File: src/rtl/axi_xbar_1x2.sv
// AXI-lite 1-master to 2-slave crossbar with address decode and per-channel route locking.
// Optional AXI_XBAR_DECERR_EN: unmapped accesses get a DECERR from the xbar instead of defaulting to slave 0.
module axi_xbar_1x2 #(
   parameter logic [31:0] S0_BASE = 32'h8000_0000,
   parameter logic [31:0] S0_MASK = 32'hF800_0000,
   parameter logic [31:0] S1_BASE = 32'hA000_0000,
   parameter logic [31:0] S1_MASK = 32'hFFFF_0000
) (
   input  logic        clk,
   input  logic        rst_n,
   input  logic [31:0] m_araddr,
   input  logic        m_arvalid,
   output logic        m_arready,
   output logic [31:0] m_rdata,
   output logic [1:0]  m_rresp,
   output logic        m_rvalid,
   input  logic        m_rready,
   input  logic [31:0] m_awaddr,
   input  logic        m_awvalid,
   output logic        m_awready,
   input  logic [31:0] m_wdata,
   input  logic [3:0]  m_wstrb,
   input  logic        m_wvalid,
   output logic        m_wready,
   output logic [1:0]  m_bresp,
   output logic        m_bvalid,
   input  logic        m_bready,
   output logic [31:0] s0_araddr,
   output logic        s0_arvalid,
   input  logic        s0_arready,
   input  logic [31:0] s0_rdata,
   input  logic [1:0]  s0_rresp,
   input  logic        s0_rvalid,
   output logic        s0_rready,
   output logic [31:0] s0_awaddr,
   output logic        s0_awvalid,
   input  logic        s0_awready,
   output logic [31:0] s0_wdata,
   output logic [3:0]  s0_wstrb,
   output logic        s0_wvalid,
   input  logic        s0_wready,
   input  logic [1:0]  s0_bresp,
   input  logic        s0_bvalid,
   output logic        s0_bready,
   output logic [31:0] s1_araddr,
   output logic        s1_arvalid,
   input  logic        s1_arready,
   input  logic [31:0] s1_rdata,
   input  logic [1:0]  s1_rresp,
   input  logic        s1_rvalid,
   output logic        s1_rready,
   output logic [31:0] s1_awaddr,
   output logic        s1_awvalid,
   input  logic        s1_awready,
   output logic [31:0] s1_wdata,
   output logic [3:0]  s1_wstrb,
   output logic        s1_wvalid,
   input  logic        s1_wready,
   input  logic [1:0]  s1_bresp,
   input  logic        s1_bvalid,
   output logic        s1_bready
);

`ifdef AXI_XBAR_DECERR_EN
   typedef enum logic [1:0] {R_IDLE, R_ADDR, R_DATA, R_ERR} rd_state_t;
   typedef enum logic [1:0] {W_IDLE, W_BUSY, W_RESP, W_ERR} wr_state_t;
`else
   typedef enum logic [1:0] {R_IDLE, R_ADDR, R_DATA} rd_state_t;
   typedef enum logic [1:0] {W_IDLE, W_BUSY, W_RESP} wr_state_t;
`endif

   rd_state_t   r_rstate, w_rstate_nxt;
   wr_state_t   r_wstate, w_wstate_nxt, w_wdone_st;
   logic        r_rsel, w_rsel_nxt;
   logic        r_wsel, w_wsel_nxt;
   logic        r_aw_done, w_aw_done_nxt;
   logic        r_w_done, w_w_done_nxt;
   logic        w_ar_sel, w_aw_sel;
   logic        w_fwd_ar, w_ar_tgt, w_fwd_r;
   logic        w_fwd_aw, w_fwd_w, w_w_tgt, w_fwd_b;
   logic [1:0]  w_s_arready, w_s_rvalid, w_s_awready, w_s_wready, w_s_bvalid;
   logic [31:0] w_s_rdata [2];
   logic [1:0]  w_s_rresp [2];
   logic [1:0]  w_s_bresp [2];

   // Slave 0 wins on overlap and also absorbs unmapped addresses in the default build.
   assign w_ar_sel = ((m_araddr & S0_MASK) != S0_BASE) && ((m_araddr & S1_MASK) == S1_BASE);
   assign w_aw_sel = ((m_awaddr & S0_MASK) != S0_BASE) && ((m_awaddr & S1_MASK) == S1_BASE);

`ifdef AXI_XBAR_DECERR_EN
   logic w_ar_unmapped, w_aw_unmapped, r_werr, w_werr_nxt;
   assign w_ar_unmapped = ((m_araddr & S0_MASK) != S0_BASE) && ((m_araddr & S1_MASK) != S1_BASE);
   assign w_aw_unmapped = ((m_awaddr & S0_MASK) != S0_BASE) && ((m_awaddr & S1_MASK) != S1_BASE);
   assign w_wdone_st    = ((r_wstate == W_IDLE) ? w_aw_unmapped : r_werr) ? W_ERR : W_RESP;
`else
   assign w_wdone_st    = W_RESP;
`endif

   assign w_s_arready = {s1_arready, s0_arready};
   assign w_s_rvalid  = {s1_rvalid,  s0_rvalid};
   assign w_s_awready = {s1_awready, s0_awready};
   assign w_s_wready  = {s1_wready,  s0_wready};
   assign w_s_bvalid  = {s1_bvalid,  s0_bvalid};
   assign w_s_rdata[0] = s0_rdata;
   assign w_s_rdata[1] = s1_rdata;
   assign w_s_rresp[0] = s0_rresp;
   assign w_s_rresp[1] = s1_rresp;
   assign w_s_bresp[0] = s0_bresp;
   assign w_s_bresp[1] = s1_bresp;

   always_ff @(posedge clk) begin
      if (!rst_n) begin
         r_rstate  <= R_IDLE;
         r_rsel    <= 1'b0;
         r_wstate  <= W_IDLE;
         r_wsel    <= 1'b0;
         r_aw_done <= 1'b0;
         r_w_done  <= 1'b0;
`ifdef AXI_XBAR_DECERR_EN
         r_werr    <= 1'b0;
`endif
      end else begin
         r_rstate  <= w_rstate_nxt;
         r_rsel    <= w_rsel_nxt;
         r_wstate  <= w_wstate_nxt;
         r_wsel    <= w_wsel_nxt;
         r_aw_done <= w_aw_done_nxt;
         r_w_done  <= w_w_done_nxt;
`ifdef AXI_XBAR_DECERR_EN
         r_werr    <= w_werr_nxt;
`endif
      end
   end

   always_comb begin
      w_rstate_nxt = r_rstate;
      w_rsel_nxt   = r_rsel;
      w_fwd_ar     = 1'b0;
      w_ar_tgt     = r_rsel;
      w_fwd_r      = 1'b0;
      m_arready    = 1'b0;
      m_rvalid     = 1'b0;
      m_rdata      = '0;
      m_rresp      = 2'b00;
      case (r_rstate)
         R_IDLE: if (m_arvalid) begin
`ifdef AXI_XBAR_DECERR_EN
            if (w_ar_unmapped) begin
               m_arready    = 1'b1;
               w_rstate_nxt = R_ERR;
            end else
`endif
            begin
               w_rsel_nxt   = w_ar_sel;
               w_ar_tgt     = w_ar_sel;
               w_fwd_ar     = 1'b1;
               m_arready    = w_s_arready[w_ar_sel];
               w_rstate_nxt = m_arready ? R_DATA : R_ADDR;
            end
         end
         R_ADDR: begin
            w_fwd_ar  = m_arvalid;
            m_arready = m_arvalid && w_s_arready[r_rsel];
            if (m_arready) w_rstate_nxt = R_DATA;
         end
         R_DATA: begin
            m_rvalid = w_s_rvalid[r_rsel];
            m_rdata  = w_s_rdata[r_rsel];
            m_rresp  = w_s_rresp[r_rsel];
            w_fwd_r  = m_rready;
            if (m_rvalid && m_rready) w_rstate_nxt = R_IDLE;
         end
`ifdef AXI_XBAR_DECERR_EN
         R_ERR: begin
            m_rvalid = 1'b1;
            m_rresp  = 2'b11;
            if (m_rready) w_rstate_nxt = R_IDLE;
         end
`endif
         default: w_rstate_nxt = R_IDLE;
      endcase
   end

   always_comb begin
      w_wstate_nxt  = r_wstate;
      w_wsel_nxt    = r_wsel;
      w_aw_done_nxt = r_aw_done;
      w_w_done_nxt  = r_w_done;
`ifdef AXI_XBAR_DECERR_EN
      w_werr_nxt    = r_werr;
`endif
      w_fwd_aw      = 1'b0;
      w_fwd_w       = 1'b0;
      w_w_tgt       = r_wsel;
      w_fwd_b       = 1'b0;
      m_awready     = 1'b0;
      m_wready      = 1'b0;
      m_bvalid      = 1'b0;
      m_bresp       = 2'b00;
      case (r_wstate)
         W_IDLE: if (m_awvalid) begin
            w_wsel_nxt = w_aw_sel;
            w_w_tgt    = w_aw_sel;
`ifdef AXI_XBAR_DECERR_EN
            w_werr_nxt = w_aw_unmapped;
            if (w_aw_unmapped) begin
               m_awready = 1'b1;
               m_wready  = m_wvalid;
            end else
`endif
            begin
               w_fwd_aw  = 1'b1;
               w_fwd_w   = m_wvalid;
               m_awready = w_s_awready[w_aw_sel];
               m_wready  = m_wvalid && w_s_wready[w_aw_sel];
            end
            w_aw_done_nxt = m_awready;
            w_w_done_nxt  = m_wready;
            w_wstate_nxt  = (m_awready && m_wready) ? w_wdone_st : W_BUSY;
         end
         W_BUSY: begin
`ifdef AXI_XBAR_DECERR_EN
            if (r_werr) begin
               m_awready = m_awvalid && !r_aw_done;
               m_wready  = m_wvalid && !r_w_done;
            end else
`endif
            begin
               w_fwd_aw  = m_awvalid && !r_aw_done;
               w_fwd_w   = m_wvalid && !r_w_done;
               m_awready = w_fwd_aw && w_s_awready[r_wsel];
               m_wready  = w_fwd_w && w_s_wready[r_wsel];
            end
            w_aw_done_nxt = r_aw_done || m_awready;
            w_w_done_nxt  = r_w_done || m_wready;
            if (w_aw_done_nxt && w_w_done_nxt) w_wstate_nxt = w_wdone_st;
         end
         W_RESP: begin
            m_bvalid = w_s_bvalid[r_wsel];
            m_bresp  = w_s_bresp[r_wsel];
            w_fwd_b  = m_bready;
            if (m_bvalid && m_bready) begin
               w_wstate_nxt  = W_IDLE;
               w_aw_done_nxt = 1'b0;
               w_w_done_nxt  = 1'b0;
            end
         end
`ifdef AXI_XBAR_DECERR_EN
         W_ERR: begin
            m_bvalid = 1'b1;
            m_bresp  = 2'b11;
            if (m_bready) begin
               w_wstate_nxt  = W_IDLE;
               w_aw_done_nxt = 1'b0;
               w_w_done_nxt  = 1'b0;
               w_werr_nxt    = 1'b0;
            end
         end
`endif
         default: w_wstate_nxt = W_IDLE;
      endcase
   end

   assign s0_arvalid = w_fwd_ar && !w_ar_tgt;
   assign s1_arvalid = w_fwd_ar && w_ar_tgt;
   assign s0_araddr  = s0_arvalid ? m_araddr : '0;
   assign s1_araddr  = s1_arvalid ? m_araddr : '0;
   assign s0_rready  = w_fwd_r && !r_rsel;
   assign s1_rready  = w_fwd_r && r_rsel;

   assign s0_awvalid = w_fwd_aw && !w_w_tgt;
   assign s1_awvalid = w_fwd_aw && w_w_tgt;
   assign s0_awaddr  = s0_awvalid ? m_awaddr : '0;
   assign s1_awaddr  = s1_awvalid ? m_awaddr : '0;
   assign s0_wvalid  = w_fwd_w && !w_w_tgt;
   assign s1_wvalid  = w_fwd_w && w_w_tgt;
   assign s0_wdata   = s0_wvalid ? m_wdata : '0;
   assign s1_wdata   = s1_wvalid ? m_wdata : '0;
   assign s0_wstrb   = s0_wvalid ? m_wstrb : '0;
   assign s1_wstrb   = s1_wvalid ? m_wstrb : '0;
   assign s0_bready  = w_fwd_b && !r_wsel;
   assign s1_bready  = w_fwd_b && r_wsel;

endmodule

File: config.mk
export PLATFORM = sky130hd
export DESIGN_NAME = axi_xbar_1x2
export DESIGN_NICKNAME = d
export VERILOG_FILES = /design/src/rtl/axi_xbar_1x2.sv
export SDC_FILE = /design/constraint.sdc
export NUM_CORES = 1
export LEC_CHECK = 0
export BUFFER_PORTS_ARGS = -buffer_cell sky130_fd_sc_hd__buf_2
export CORE_AREA = 2 2 170 172
export DETAILED_ROUTE_END_ITERATION = 8
export DIE_AREA = 0 0 172 174
export GPL_TIMING_DRIVEN = 0
export PLACE_DENSITY = 0.47
export SETUP_SLACK_MARGIN = 0.2
export SKIP_LAST_GASP = 1
export SYNTH_ARGS = -nofsm -noshare
export SYNTH_HDL_FRONTEND = slang
export SYNTH_SLANG_ARGS = --single-unit
File: constraint.sdc
create_clock -name clk -period 1.6 [get_ports clk]
set_input_delay 0.24 -clock clk [delete_from_list [all_inputs] [get_ports clk]]
set_output_delay 0.24 -clock clk [all_outputs]
set_load 0.05 [all_outputs]
-- Word level (Yosys, flattened, before mapping)
Cells that the tools add are included.
- flip-flop bits (word level): 8
- magnitude comparators: 6
- eq/ne operators: 14
- mux-type cells: 71
- bitwise gates (word level): 2
- reductions and logical operators: 36
- operator list (cell ; count):
    $mux 32 ; 10
    $mux 1 ; 33
    $eq 16x16->1 const B ; 2
    $mux 2 ; 16
    $logic_and 1x1->1 ; 22
    $ne 2x2->1 const B ; 6
    $pmux 1 s2 ; 6
    $pmux 2 s3 ; 2
    $ne 5x5->1 const B ; 2
    $reduce_and 3->1 ; 3
    $lt 1x2->1 const B ; 4
    $mux 4 ; 2
    $logic_not 1->1 ; 6
    $pmux 1 s3 ; 2
    $eq 2x1->1 const B ; 2
    $eq 2x2->1 const B ; 2
    $ge 2x2->1 const B ; 2
    $logic_not 2->1 ; 2
    $not 1->2 ; 2
    $reduce_bool 3->1 ; 1
    $logic_or 1x1->1 ; 2

-- Longest topological paths before layout
Gate-level depths: netlist of the first run.
- depth after elaboration: 9
- gate-level depth with buffers: 8
- gate-level depth less buffers: 6

-- Worst setup path before layout of the first run
No wires, ideal clock.
- path kind: reg-to-output
- start point: reg r_wstate[0]
- end point: out s0_awaddr[0]
- arrival: 2088 ps
- data required time: 1360 ps
- setup slack: -728 ps
- stages on the path, launching flop included: 7
- cells stage by stage: dfxtp_1 -> inv_1 -> ha_1 -> nand2_1 -> mux2_8 -> buf_4 -> nor2_1
- word-level cells in the longest chain between the ends: 5
- elaborated cells between the ends (all ways): 7
- those cells by class: 1 x eq/ne; 3 x mux; 3 x reduce/logical
- RTL lines (item ; RTL line ; text):
    start: declaration ; 73 ; wr_state_t r_wstate, w_wstate_nxt, w_wdone_st;
    start signal: assignment ; 125 ; r_wstate <= w_wstate_nxt;
    parallel branches: the longest is 3 deep, another holds $eq 2x1->1 ; -- ;
    $logic_and 1x1->1 (*) ; 271 ; assign s0_awvalid = w_fwd_aw && !w_w_tgt;
    $mux 32 (*) ; 273 ; assign s0_awaddr = s0_awvalid ? m_awaddr : '0;
    end: declaration ; 35 ; output logic [31:0] s0_awaddr,
Mark *: on every way between the ends.

-- Final worst setup path of the first run
Same ends and word-level chain as after synthesis.

==> impl_metrics.tcl, run 1 <==
set metrics [dict create \
    cts_max_path_buffers 2 \
    syn_nets 683 \
    vias 6013 \
    ant_nets 0 \
    drc_errors 0 \
    grt_max_degree 11 \
    critPathRequiredTime_ns 1.36 \
    final_hold_viol_count 0 \
    synth_most_common_cell "nor2_1" \
    root_buffer "clkbuf_16" \
    yosys.area.top_type "and3_1" \
    drive_gt1_frac 0.945 \
    fin_util 0.463 \
    slew_viol_final 0 \
    hold_path_depth 3 \
    synthTopCellsByCount "148 x nor2_1, 99 x and3_1, 61 x nand2_1" \
    power_uw 5150 \
    crit_path_max_incr_delay_ns 0.39 \
    cap_violations 0 \
    clk_latency_ns 0.23 \
    relSlewSlack 0.592 \
    max_freq_mhz 465 \
    wl_per_cell_um 19.9 \
    area_growth_pct 347 \
    yosys_register_bits 8 \
    cp.arrival_ns 1.91 \
    critical_path.max_fanout 5 \
    worst_pin_slew_ns 0.612 \
    ys_warn_count 0 \
    syn_avg_cell_area_um2 5.96 \
    grt_pass1_wl_mm 40.3 \
    synthArstFlopShare 0 \
    boundaryPins 440 \
    grt_usage 0.177 \
    worstSetupEndpointType "primary output" \
    synth_area_um2 2920 \
    p_leak_uw 0.00530 \
    timing.final.ws_setup_ns -0.549 \
    cp_cell_sequence "inv_4 -> ha_4 -> nand2_8 -> mux2_8 -> buf_12 -> buf_16 -> nor2_4 -> buf_6" \
    start_util 0.103 \
    synthCells 490 \
    synth_top_area_frac 0.212 \
    io_buffers 437 \
    power_density_nw_per_um2 394 \
    cp-start-kind "register" \
    drt_iter0_markers 167 \
    hold_class "primary input to register" \
    violations "negative setup slack" \
    reg2reg_depth 11 \
    grt_pass1_vias 6598 \
    synth_edf_count 0 \
    holdWs_ns 0.460 \
    drt-pass1-iter-count 4 \
    crit_type "register to primary output" \
    chipHeight_um 174 \
    ys_seq_area_frac 0.0548 \
    gr-total-overflow 0 \
    peakVddDrop_mv 0.292 \
    viasPerCell 4.19 \
    status "finished with violations" \
    place_ws_ns -0.809 \
    cts.reportedPaths.clkPinSlew_ns 0.04 \
    fin_crit_sh 1.34 \
    routed_wl_mm 28.5 \
    ctsHoldBuffers 0 \
    rsz0062_at_grt "true" \
    skew_ns 0.00144 \
    setup_viol 247 \
    die_width_um 172 \
    slowest_stage "mux2_8" \
    antenna_found_initial 13 \
    ys_types 47 \
    finalCriticalPeriod_ns 2.15 \
    synth_area_leaders "and3_1 21%, nor2_1 19%, mux2i_1 15%, nand2_1 7.8%, dfxtp_1 5.5%" \
    hpwl_mm 20.2 \
    dieArea_um2 29900 \
    cts_buffers 3 \
    fin_nets 1236 \
    synth_ff_type "dfxtp_1" \
    gp_congestion 0.765 \
    cts_tree "built" \
    clock_sinks 8 \
    rows 62 \
    core_area_um2 28200 \
    htreeDepth 1 \
]
per-stage QoR:
| step | TNS, ns | instances | area, µm² |
|---|---|---|---|
| after floorplan | -29.44 | 490 | 5400 |
| after global placement | -125.81 | 1311 | 8070 |
| after detailed placement | -126.79 | 1311 | 8070 |
| after CTS | -97.91 | 1412 | 12600 |
| after global routing | -113.61 | 1432 | 13100 |
| final | -99.36 | 1434 | 13100 |
report_power, final:
part / total, µW / internal (µW) / switching, µW
combinational: 4470 / 1980 / 2490
clock: 430 / 323 / 106
sequential: 249 / 220 / 29.2
total: 5150 / 2520 / 2630
per-layer routing:
metal,GRT usage,vias to the layer above,part of all wire
met4,0.0620,4,0.030
met2,0.346,319,0.56
met3,0.0510,52,0.084
met1,0.175,2826,0.33
li1,-,2812,-
met5,0,-,0.00095
sequential cells by signal, indices dropped and copies added, names as in the netlist:
register   flops
r_aw_done      1
r_w_done       1
r_rstate       2
r_wstate       2
r_wsel         1
r_rsel         1
area by class of cell:
class	instances	area, µm²
Tap cell	384	480
Buffer	49	837
Antenna cell	9	22.5
Timing Repair Buffer	548	6070
Clock buffer	3	75.1
Inverter	6	32.5
Multi-Input combinational cell	427	5380
Sequential cell	8	176
Fill cell	2515	15200
cell families (layout without fill, tap and decap cells):
logic type	after synthesis	in the layout	share of synthesized area
AOI/OAI and AO/OA	29	29	0.0779
muxes	51	51	0.190
and+or+nand+nor	343	343	0.562
adders and majority gates	4	4	0.0171
other	0	9	0
DFF	8	8	0.0548
buffers and inverters	55	606	0.0985
path summary, 6_finish.rpt:
path,endpoint,start,slack [ns]
worst min-delay path,r_rstate[0],s0_arready,0.46
worst max-delay path,s0_awaddr[0],r_wstate[0],-0.55
worst max register to register,r_wsel,r_wstate[0],-0.14
worst min register to register,r_w_done,r_w_done,0.62
layout by cell type (no fill, tap or decap), drive strengths merged, types with 5 or more instances in the layout:
cell,n
a21oi,6
and2,5
and3,99
buf,579
clkbuf,21
dfxtp,8
diode,9
inv,6
mux2,7
mux2i,44
nand2,61
nand2b,6
nor2,148
repair_timing:
action	4_1_cts	5_1_grt
pin swaps	96	50
buffers inserted	71	10
endpoints found under the setup margin	258	259
resized for setup	862	93
gates cloned	27	3
worst max-delay path, delay by kind of cell, from the launching register on:
family | cells | cell delay, ns
adder cells (fa/ha/maj) | 1 | 0.17
flip-flops | 1 | 0.36
multiplexers | 1 | 0.39
buffers and inverters | 4 | 0.52
AND/OR/NAND/NOR | 2 | 0.21
No activity file was read; power rests on OpenSTA's default activity.
==> run 2, diff against run 1 <==
--- a/config.mk
+++ b/config.mk
@@ -6,12 +6,12 @@
 export NUM_CORES = 1
 export LEC_CHECK = 0
 export BUFFER_PORTS_ARGS = -buffer_cell sky130_fd_sc_hd__buf_2
-export CORE_AREA = 2 2 170 172
+export CELL_PAD_IN_SITES_DETAIL_PLACEMENT = 1
+export CELL_PAD_IN_SITES_GLOBAL_PLACEMENT = 2
+export CORE_UTILIZATION = 10
 export DETAILED_ROUTE_END_ITERATION = 8
-export DIE_AREA = 0 0 172 174
 export GPL_TIMING_DRIVEN = 0
-export PLACE_DENSITY = 0.47
-export SETUP_SLACK_MARGIN = 0.2
+export PLACE_DENSITY = 0.85
 export SKIP_LAST_GASP = 1
 export SYNTH_ARGS = -nofsm -noshare
 export SYNTH_HDL_FRONTEND = slang
==> run 2 against run 1 <==
  * The run still ends with negative setup slack left
  * Flip-flop and latch count stayed put
  * Register-to-register slack better by 0.08 ns
  * Via count up 2.6%
  * Design area down 1.5%
  * Global-route usage up 2.1 points
  * First-iteration DRC count is 7.8% higher
  * Worst setup slack worse by 0.033 ns
  * Sequential power is essentially flat
  * Clock power increased by 3%
  * Utilization shrank 1.5 points
  * Critical path depth unchanged
  * Largest power group unchanged
  * Power grew 1.9%
==> impl_metrics.tcl, run 2 (synthesized netlist as in run 1, its figures left out) <==
set metrics [dict create \
    critPathRequiredTime_ns 1.36 \
    slew_viol_final 0 \
    final_hold_viol_count 0 \
    crit_path_max_incr_delay_ns 0.42 \
    comb_power_share 0.868 \
    chipHeight_um 173 \
    routed_wl_mm 31.6 \
    layout_commonest_cell "buf_8" \
    die_width_um 173 \
    cap_violations 0 \
    wl_per_cell_um 22.4 \
    final_cell_mix "177 x buf_8, 176 x buf_2, 138 x nor2_4, 132 x buf_6, 96 x and3_4" \
    max_freq_mhz 458 \
    area_growth_pct 340 \
    gr-total-overflow 0 \
    fin_nets 1220 \
    slowest_stage "mux2_8" \
    cts_tree "built" \
    crit_buf_inv 4 \
    gp_congestion 0.780 \
    boundaryPins 440 \
    grt_max_degree 11 \
    drc_errors 0 \
    critPathTopFamily "buffers and inverters" \
    power_density_nw_per_um2 408 \
    start_util 0.102 \
    worstSetupEndpointType "primary output" \
    setup_viol 251 \
    clock_sinks 8 \
    switching_share 0.527 \
    cp_cell_sequence "inv_4 -> ha_4 -> nand2_8 -> buf_6 -> mux2_8 -> buf_8 -> and3_4 -> buf_6" \
    htreeDepth 1 \
    cts_max_path_buffers 2 \
    route.met3.wl_mm 1.79 \
    core_area_um2 28700 \
    worst_pin_slew_ns 0.439 \
    vias 6169 \
    cts_buffers 3 \
    r2r-end "r_w_done" \
    pwr-share-seq 0.048 \
    ant_nets 0 \
    cts.reportedPaths.clkPinSlew_ns 0.04 \
    grt_usage 0.199 \
    top_layer_used "met4" \
    critical_path.max_fanout 6 \
    viasPerCell 4.37 \
    skew_ns 0.00125 \
    min_to "r_rstate[0]" \
    timing.final.ws_setup_ns -0.582 \
    hold_path_depth 3 \
    p_leak_uw 0.00516 \
    finalCriticalPeriod_ns 2.18 \
    reg2reg_depth 6 \
    status "finished with violations" \
    rows 62 \
    p_clk_frac 0.085 \
    p_int_uw 2480 \
    grt_pass1_wl_mm 45.9 \
    hold_class "primary input to register" \
    clk_latency_ns 0.24 \
    ctsHoldBuffers 0 \
    power_uw 5240 \
    tns_ns -104.08 \
    drive_gt1_frac 0.940 \
    cp-start-kind "register" \
    crit_type "register to primary output" \
    rsz0062_at_grt "true" \
    violations "negative setup slack" \
    hpwl_mm 18.8 \
    drt-pass1-iter-count 4 \
    relSlewSlack 0.707 \
    io_buffers 437 \
    timing.rr.start "r_wsel" \
    min_from "m_arvalid" \
    reg_top3 "r_rstate (2), r_wstate (2)" \
    wl_met2_mm 17.6 \
    wl_met1_mm 11.1 \
    cp.arrival_ns 1.94 \
    power.switching_uw 2760 \
    dieArea_um2 29900 \
    rrSetupSlack_ns -0.06 \
    antenna_found_initial 2 \
    grt_pass1_vias 7141 \
    root_buffer "clkbuf_16" \
    worst_path_most_repeated_cell "buf_6" \
    drt_iter0_markers 180 \
    peakVddDrop_mv 0.235 \
    fin_crit_sh 1.36 \
]
[run 2: worst min-delay path: stages]
cell,delay [ns]
buf_2,0.13
nand2_1,0.12
a32o_1,0.15
[run 2: through the flow]
stage                     cells  setup slack [ns]   util  hold slack (ns)  cell area, µm²
final                      1411            -0.582  0.448            0.441           12900
after global routing       1411            -0.632  0.448            0.467           12900
after CTS                  1397            -0.562  0.427            0.409           12300
after detailed placement   1311            -0.997  0.277            0.560            7940
after global placement     1311            -0.992  0.277            0.541            7940
after floorplan             490            -0.379      -            0.478            5270
[run 2: area by class of cell]
type                            instances  area (µm²)
Antenna cell                            2        5.00
Buffer                                 43         746
Clock buffer                            3        75.1
Fill cell                            3032       15800
Inverter                                6        27.5
Multi-Input combinational cell        428        5480
Sequential cell                         8         178
Tap cell                              384         480
Timing Repair Buffer                  537        5880
[run 2: power groups by stage]
| stage | Clock [µW] | Sequential (µW) | Combinational (µW) |
|---|---|---|---|
| 4_1_cts | 468 | 247 | 4310 |
| 3_3_place_gp | 0 | 249 | 3130 |
| 6_report | 443 | 251 | 4550 |
| 3_5_place_dp | 0 | 251 | 3170 |
| 2_1_floorplan | 0 | 245 | 2370 |
| 5_1_grt | 481 | 254 | 4700 |
[run 2: how the worst max path moves through the flow]
stage                  from       endpoint  slack (ns)  cells past startpoint
6_report        r_wstate[0]  s1_awaddr[30]       -0.58                      8
3_5_place_dp   m_awaddr[16]  s1_awaddr[30]        -1.0                      8
5_1_grt         r_wstate[0]  s1_awaddr[30]       -0.63                      8
3_3_place_gp   m_awaddr[16]  s1_awaddr[30]       -0.99                      8
2_1_floorplan   r_wstate[0]   s0_awaddr[0]       -0.38                      6
4_1_cts         r_wstate[0]    s0_wstrb[2]       -0.56                     10
[run 2: what timing repair did]
action,in CTS,in global routing
setup buffers,59,23
pin swaps,106,68
setup endpoints to repair,254,257
gates resized for setup,849,159
endpoints found under the hold margin,0,0
gates cloned,26,5
[run 2: layer usage]
metal  GRT usage  up-vias
li1            -     2764
met1       0.211     3016
met2       0.392      323
met3      0.0387       66
met4      0.0527        0
met5           0        -
==> run 3, diff against run 2 <==
--- a/config.mk
+++ b/config.mk
@@ -5,13 +5,15 @@
 export SDC_FILE = /design/constraint.sdc
 export NUM_CORES = 1
 export LEC_CHECK = 0
+export ABC_AREA = 1
 export BUFFER_PORTS_ARGS = -buffer_cell sky130_fd_sc_hd__buf_2
 export CELL_PAD_IN_SITES_DETAIL_PLACEMENT = 1
 export CELL_PAD_IN_SITES_GLOBAL_PLACEMENT = 2
+export CORE_MARGIN = 10
 export CORE_UTILIZATION = 10
 export DETAILED_ROUTE_END_ITERATION = 8
 export GPL_TIMING_DRIVEN = 0
-export PLACE_DENSITY = 0.85
+export PLACE_DENSITY = 0.95
 export SKIP_LAST_GASP = 1
 export SYNTH_ARGS = -nofsm -noshare
 export SYNTH_HDL_FRONTEND = slang
==> run 3 against run 2 <==
  * The flow still finishes with violations (negative setup slack)
  * Design area down 13%
  * Sequential share of layout area grew 0.20 points
  * Worst setup slack gained 0.036 ns
  * Register-to-register slack got worse by 0.14 ns
  * Hold slack worse by 0.16 ns
  * Sequential power rose by 9.6%
  * Via count fell by 2.3%
  * Combinational power grew 31%
  * Count of clock-buffer cells in the layout unchanged
  * Maximum frequency increased by 1.7%
  * Highest routed layer unchanged
==> impl_metrics.tcl, run 3 <==
set metrics [dict create \
    synthCells 614 \
    routed_wl_mm 30.3 \
    hold_path_depth 3 \
    worstSetupEndpointType "primary output" \
    relSlewSlack 0.795 \
    viasPerCell 4.06 \
    drc_errors 0 \
    crit_buf_inv 6 \
    core_area_um2 26800 \
    rsz0062_at_grt "true" \
    critical_path.max_fanout 7 \
    yosys_register_bits 8 \
    wl_met1_mm 10.4 \
    peakVddDrop_mv 0.485 \
    power_density_nw_per_um2 594 \
    ant_nets 0 \
    drt-pass1-iter-count 4 \
    ys_seq_area_frac 0.0590 \
    route.met3.wl_mm 2.69 \
    fin_nets 1337 \
    finalCriticalPeriod_ns 2.15 \
    vias 6030 \
    io_buffers 439 \
    hold_class "primary input to register" \
    p_leak_uw 0.00505 \
    ys_warn_count 0 \
    slew_viol_final 0 \
    synth_ff_type "dfxtp_1" \
    boundaryPins 440 \
    cap_violations 0 \
    reg2reg_depth 11 \
    clk_latency_ns 0.23 \
    synthArstFlopShare 0 \
    worst_pin_slew_ns 0.310 \
    antenna_found_initial 2 \
    cp.arrival_ns 1.91 \
    stdcell_count 1485 \
    top_layer_used "met4" \
    grt_max_degree 11 \
    wl_per_cell_um 20.4 \
    grt_pass1_vias 6998 \
    syn_avg_cell_area_um2 4.42 \
    dieArea_um2 34100 \
    synthTopCellsByCount "227 x nor2_1, 135 x inv_1, 116 x nand2_1" \
    die_width_um 185 \
    slowest_stage "dfxtp_4" \
    hpwl_mm 21.0 \
    yosys.area.top_type "nor2_1" \
    regArea_um2 178 \
    start_util 0.101 \
    chipHeight_um 185 \
    htreeDepth 1 \
    tns_ns -99.60 \
    cp_cell_sequence "inv_4 -> ha_4 -> nand2_8 -> inv_6 -> nand3_4 -> o21ai_4 -> buf_12 -> inv_12 -> nand2_8 -> buf_12 -> nor2_4 -> buf_8" \
    gp_congestion 0.797 \
    cts_buffers 3 \
    fin_util 0.419 \
    syn_nets 807 \
    skew_ns 0.000469 \
    grt_pass1_wl_mm 41.9 \
    ys_types 24 \
    status "finished with violations" \
    drive_gt1_frac 0.756 \
    final_cell_mix "207 x nor2_4, 191 x buf_2, 150 x buf_6, 123 x buf_8, 111 x nand2_1" \
    synth_edf_count 0 \
    crit_path_max_incr_delay_ns 0.37 \
    cts_tree "built" \
    layout_commonest_cell "nor2_4" \
    holdWs_ns 0.280 \
    multi_input_area_um2 4060 \
    synth_area_um2 2720 \
    cp-start-kind "register" \
    cts_max_path_buffers 2 \
    timing.final.ws_setup_ns -0.546 \
    dp.cells 1394 \
    root_buffer "clkbuf_16" \
    clock_sinks 8 \
    synth_most_common_cell "nor2_1" \
    critPathTopFamily "buffers and inverters" \
    final_hold_viol_count 0 \
    cts.reportedPaths.clkPinSlew_ns 0.04 \
    drt_iter0_markers 123 \
    violations "negative setup slack" \
    synth_area_leaders "nor2_1 31%, inv_1 19%, nand2_1 16%, a21oi_1 7.2%, dfxtp_1 5.9%" \
    rows 60 \
    reg_top3 "r_rstate (2), r_wstate (2)" \
    critPathRequiredTime_ns 1.36 \
    setup_viol 254 \
    gr-total-overflow 0 \
    area_growth_pct 314 \
    fin_crit_sh 1.34 \
    path_depth 12 \
    wl_met2_mm 16.6 \
    n_fill_cell 3038 \
    synth_top_area_frac 0.314 \
    crit_type "register to primary output" \
    max_freq_mhz 466 \
    ctsHoldBuffers 0 \
    grt_usage 0.156 \
]
==> run 3: path summary, 6_finish.rpt <==
path                from             to  slack (ns)
min                rst_n    r_rstate[1]        0.28
max          r_wstate[0]  s0_awaddr[22]       -0.55
min reg2reg    r_aw_done      r_aw_done        0.56
max reg2reg       r_wsel    r_wstate[1]       -0.20
==> run 3: area by class of cell <==
type	instances	share of cell area
Antenna cell	2	0.000446
Multi-Input combinational cell	442	0.361
Clock buffer	3	0.00668
Buffer	28	0.0449
Inverter	138	0.0557
Timing Repair Buffer	523	0.477
Tap cell	341	0.0380
Sequential cell	8	0.0158
==> run 3: power by group <==
group | switching (µW) | internal (µW)
logic | 3580 | 2370
registers | 38.8 | 237
clock network | 112 | 324
==> run 3: kinds of logic (layout without fill, tap and decap cells) <==
| family | count (synthesis) | in the layout | share of synthesized area |
|---|---|---|---|
| fa+ha+maj | 4 | 4 | 0.0184 |
| simple gates | 382 | 385 | 0.554 |
| other cells | 0 | 2 | 0 |
| flops | 8 | 8 | 0.0590 |
| buf+inv | 167 | 692 | 0.266 |
| compound gates | 53 | 53 | 0.102 |
==> run 3: repair_timing <==
item                                    in CTS  in global routing
endpoints found under the setup margin     255                255
cloned                                      20                  4
setup buffers                               50                 21
pin swaps                                   28                 32
resized for setup                          614                245
==> run 3: stage by stage <==
step	total power, µW	setup slack [ns]	area [µm²]
floorplan	3390	-0.348	4600
global placement	4320	-0.709	7220
detailed placement	4370	-0.714	7220
CTS	6280	-0.566	10300
global route	6980	-0.609	11200
finish	6670	-0.546	11200
==> run 3: metal layers <==
| layer | vias to the layer above | GRT usage |
|---|---|---|
| li1 | 2855 | - |
| met3 | 30 | 0.0537 |
| met5 | - | 0 |
| met2 | 304 | 0.307 |
| met1 | 2841 | 0.153 |
| met4 | 0 | 0.0325 |
==> run 3: worst min-delay path, cell delays in order <==
cell,delay [ns]
buf_2,0.14
nand2_1,0.07
inv_1,0.03
